[src/rtl/riscv_scoreboard.sv]
// Register-hazard scoreboard between ID and EX: per-register pending counters, an in-flight cap and a sticky error flag.
// Optional macro SB_WB_BYPASS_EN lets a source whose last pending write retires this cycle issue in that same cycle.
module riscv_scoreboard #(
  parameter int MAX_INFLIGHT = 3
) (
  input  logic       clk,
  input  logic       rstn,
  input  logic       id_rdy,
  input  logic [4:0] id_rs1,
  input  logic       id_rs1_vld,
  input  logic [4:0] id_rs2,
  input  logic       id_rs2_vld,
  input  logic [4:0] id_rsd,
  output logic       issue_ack,
  output logic       stall,
  input  logic       wb_vld,
  input  logic [4:0] wb_rsd,
  input  logic       flush,
  output logic [1:0] inflight,
  output logic       err
);

  localparam logic [1:0] MaxInfl = 2'(MAX_INFLIGHT);

  // Entry 0 exists only so x0 lookups read a constant zero; it is never written.
  logic [1:0] pend_q [32];
  logic [1:0] pend_d [32];
  logic [1:0] inflight_q, inflight_d;
  logic       err_q, err_d;

  logic [1:0] rs1_cnt, rs2_cnt, wb_cnt;
  logic       wb_nz, retire, wb_bad;
  logic       rs1_byp, rs2_byp, rs1_haz, rs2_haz, hazard;
  logic       full_blk, issue_wb, same_reg;

  assign rs1_cnt = pend_q[id_rs1];
  assign rs2_cnt = pend_q[id_rs2];
  assign wb_cnt  = pend_q[wb_rsd];

  assign wb_nz  = (wb_rsd != 5'd0);
  assign retire = wb_vld && wb_nz && (wb_cnt != 2'd0) && !flush;
  assign wb_bad = wb_vld && wb_nz && (wb_cnt == 2'd0) && !flush;

`ifdef SB_WB_BYPASS_EN
  assign rs1_byp = retire && (wb_rsd == id_rs1) && (rs1_cnt == 2'd1);
  assign rs2_byp = retire && (wb_rsd == id_rs2) && (rs2_cnt == 2'd1);
`else
  assign rs1_byp = 1'b0;
  assign rs2_byp = 1'b0;
`endif

  assign rs1_haz = id_rs1_vld && (id_rs1 != 5'd0) && (rs1_cnt != 2'd0) && !rs1_byp;
  assign rs2_haz = id_rs2_vld && (id_rs2 != 5'd0) && (rs2_cnt != 2'd0) && !rs2_byp;
  assign hazard  = rs1_haz || rs2_haz;

  // A retire in the same cycle frees a slot, so a full window does not block.
  assign full_blk  = (id_rsd != 5'd0) && (inflight_q == MaxInfl) && !retire;
  assign issue_ack = rstn && id_rdy && !hazard && !flush && !full_blk;
  assign stall     = rstn && id_rdy && !issue_ack;

  assign issue_wb = issue_ack && (id_rsd != 5'd0);
  assign same_reg = issue_wb && retire && (wb_rsd == id_rsd);

  always_comb begin
    pend_d     = pend_q;
    inflight_d = inflight_q;
    err_d      = err_q | wb_bad;
    if (flush) begin
      for (int i = 0; i < 32; i++) pend_d[i] = 2'd0;
      inflight_d = 2'd0;
    end else begin
      if (issue_wb && !same_reg) pend_d[id_rsd] = pend_q[id_rsd] + 2'd1;
      if (retire && !same_reg)   pend_d[wb_rsd] = pend_q[wb_rsd] - 2'd1;
      case ({issue_wb, retire})
        2'b10:   inflight_d = inflight_q + 2'd1;
        2'b01:   inflight_d = inflight_q - 2'd1;
        default: inflight_d = inflight_q;
      endcase
    end
  end

  always_ff @(posedge clk or negedge rstn) begin
    if (!rstn) begin
      for (int i = 0; i < 32; i++) pend_q[i] <= 2'd0;
      inflight_q <= 2'd0;
      err_q      <= 1'b0;
    end else begin
      pend_q     <= pend_d;
      inflight_q <= inflight_d;
      err_q      <= err_d;
    end
  end

  assign inflight = inflight_q;
  assign err      = err_q;

endmodule

[config.mk]
export PLATFORM = sky130hd
export DESIGN_NAME = riscv_scoreboard
export DESIGN_NICKNAME = d
export VERILOG_FILES = /design/src/rtl/riscv_scoreboard.sv
export SDC_FILE = /design/constraint.sdc
export NUM_CORES = 1
export LEC_CHECK = 0
export ABC_AREA = 1
export BUFFER_PORTS_ARGS = -buffer_cell sky130_fd_sc_hd__buf_4
export CAP_MARGIN = 20
export CORE_UTILIZATION = 25
export DETAILED_ROUTE_END_ITERATION = 8
export SLEW_MARGIN = 20
export SYNTH_ARGS = -nofsm -noshare
export SYNTH_HDL_FRONTEND = slang
export SYNTH_SLANG_ARGS = --single-unit
[constraint.sdc]
create_clock -name clk -period 3.2 [get_ports clk]
set_clock_uncertainty 0.2 [all_clocks]
set_input_delay 0.16 -clock clk [delete_from_list [all_inputs] [get_ports clk]]
set_output_delay 0.16 -clock clk [all_outputs]
set_load 0.01 [all_outputs]
==> results.tsv <==
metric	value	unit
status	finished clean	
ff2ff_path_depth	19	
drive_gt1_share	11.0	%
hpwl	22.2	mm
die_w	181	µm
yosys_most_used_dff	dfrtp_1	
portBuffers	31	
ant_nets	0	
maxCapViolations	0	
cts.path.max_buffers	2	
max_stage_delay	0.43	ns
grt_pass1_vias	9019	
regToRegStartpoint	pend_q[52]	
final_cells	1905	
cp_num_buf_inv	5	
layout_common_cells	nand2_1 (532), nor2_1 (179), nand4_1 (128)	
hold_path_depth	4	
die_area	32900	µm²
syn_inst	1479	
max_slew_margin	38.9	%
fin_crit	3.17	ns
synthArstFlopShare	100	%
syn_nets	1507	
drv_slew	0	
fmax	0.315	GHz
die_h	181	µm
hold_start	wb_vld	
ys_seq_area_share	20.8	%
setup_violations	0	
reg2reg_to	pend_q[46]	
netlist_area	8050	µm²
via_per_inst	5.37	
period_share	99.2	%
worstSetupPathType	register to register	
rows	65	
r2r_slack	0.03	ns
power_density	309	nW/µm²
core	31600	µm²
cts_buffers	9	
grt_max_degree	95	
route.vias.total	10200	
peakVddDrop	0.000248	V
path_clk_slew	0.06	ns
cp.required	3.27	ns
avgSynthCellArea	5.44	µm²
place_worst_setup_slack	-0.0351	ns
worstMarginPinSlew	0.916	ns
grt_pass1_wl	50.1	mm
yosysWarnings	0	
hold_end	err	
rsz0062_at_grt	yes	
grt_remaining_overflow	0	
ys_seq_elements	67	
drt_iter0_markers	1479	
dr.pass1.iters	6	
setup_ws	0.0260	ns
hp-class	input pin to register	
final_nets	1527	
arrival	3.24	ns
critPathCaptureType	register	
place_inst	1864	
nFillCells	3553	
htree_levels	3	
cp_slowest_cell	dfrtp_1	
path_cells	inv_2 > o22ai_2 > nor2_1 > o2111a_1 > nand2_1 > inv_1 > ha_2 > inv_2 > nand3_2 > a21oi_2 > nand2_2 > nor2_8 > nand3_4 > clkbuf_16 > nand2_1 > nand2_1 > nand2_1 > clkinv_1 > nor2_1	
grt_usage	19.1	%
initial_core_util	25.4	%
place_congestion	0.992	
area_delta_synth_final	16.5	%
clock_latency	0.35	ns
antenna_found_initial	0	
path_common_cell	nand2_1	
cts_root_buf	clkbuf_16	
synth.distinct_cells	32	
drt_wl_total	33.0	mm
drc	0	
start_kind	register	
ios	32	
diodes	0	
cp_max_fo	8	
final_common_cell	nand2_1	
post_drt_wl_per_cell	17.3	µm
total_leakage_power	0.00449	µW
cts_tree	built	
synth_edf_count	0	
hold_viol	0	
path_delay_family	simple AND/OR/NAND/NOR gates	
cts_sinks	67	
fin_setup_tns	0	ns
Yosys cell counts, types with 11 or more instances:
cell / count / area share, %
nand2_1: 534 / 25
nor2_1: 180 / 8.4
nand4_1: 128 / 10
inv_1: 115 / 5.4
o21ai_0: 106 / 6.6
nand3_1: 84 / 5.2
dfrtp_1: 67 / 21
clkinv_1: 60 / 2.8
clkbuf_1: 35 / 1.6
o22ai_1: 32 / 2.5
buf_2: 25 / 1.6
nor3_1: 15 / 0.93
buf_6: 14 / 2.0
buf_1: 13 / 0.61
o21ai_1: 13 / 0.81
nand3_2: 11 / 1.4
registers in the layout, indices dropped and copies added (netlist names):
register  cells
err           1
pend_q       64
inflight      2
final cells by class:
type / instances / area (µm²) / area share, %
repair buffers: 103 / 1040 / 11.1
clock buffers: 12 / 246 / 2.63
flip-flops and latches: 67 / 1680 / 17.9
inverters: 184 / 691 / 7.37
well taps: 402 / 503 / 5.37
multi-input cells: 1134 / 5200 / 55.5
clock inverters: 3 / 15.0 / 0.160
layer usage:
layer	wire length (µm)	track usage (%)	vias to the layer above	share of wire [%]
met5	0	0	-	0
met4	804	6.71	0	2.4
met3	3020	1.91	77	9.1
met2	14800	30.4	630	45
met1	14400	26.9	4722	44
li1	-	-	4808	-
worst max path at each step:
stage               start          to  slack [ns]  depth (start not counted)
2_1_floorplan   wb_rsd[1]  pend_q[14]        0.22                         23
3_3_place_gp    wb_rsd[2]  pend_q[47]      -0.001                         19
3_5_place_dp    wb_rsd[2]  pend_q[47]       -0.04                         19
4_1_cts         pend_q[4]       stall        0.02                         15
5_1_grt        pend_q[54]  pend_q[46]       -0.08                         19
6_report       pend_q[52]  pend_q[46]        0.03                         19
stage by stage:
| step | instance area [µm²] | power, µW | hold slack, ns | util, % |
|---|---|---|---|---|
| floorplan | 8050 | 1560 | -0.336 | - |
| global placement | 8740 | 1890 | 0.213 | 27.6 |
| detailed placement | 8740 | 1900 | 0.217 | 27.6 |
| CTS | 9030 | 2840 | 0.0234 | 28.6 |
| global route | 9370 | 3050 | 0.0183 | 29.6 |
| finish | 9370 | 2900 | 0.0207 | 29.6 |
power by group:
| part | total [µW] | switching (µW) | internal, µW |
|---|---|---|---|
| clock | 931 | 393 | 538 |
| sequential | 964 | 63.6 | 901 |
| combinational | 1000 | 675 | 330 |
| total | 2900 | 1130 | 1770 |
tightest hold or removal path: cells and delay by family:
family / cells / cell delay, ns
AOI/OAI and AO/OA: 2 / 0.21
buffers and inverters: 2 / 0.16
cell families after synthesis:
logic type,count (synthesis),synth area share (%)
AO/OA/AOI/OAI,165,11.0
buffers and inverters,278,15.1
adder cells (fa/ha/maj),1,0.155
XOR/XNOR,3,0.327
AND/OR/NAND/NOR,965,52.6
flip-flops,67,20.8
what timing repair did:
action | CTS | global route
pin swaps | 0 | 10
setup buffers | 1 | 17
setup endpoints to repair | 1 | 66
hold endpoints to repair | 70 | 0
gates resized for setup | 1 | 24
hold buffers | 2 | 0
gates cloned | 0 | 6
No activity file was read; power rests on OpenSTA's default activity.
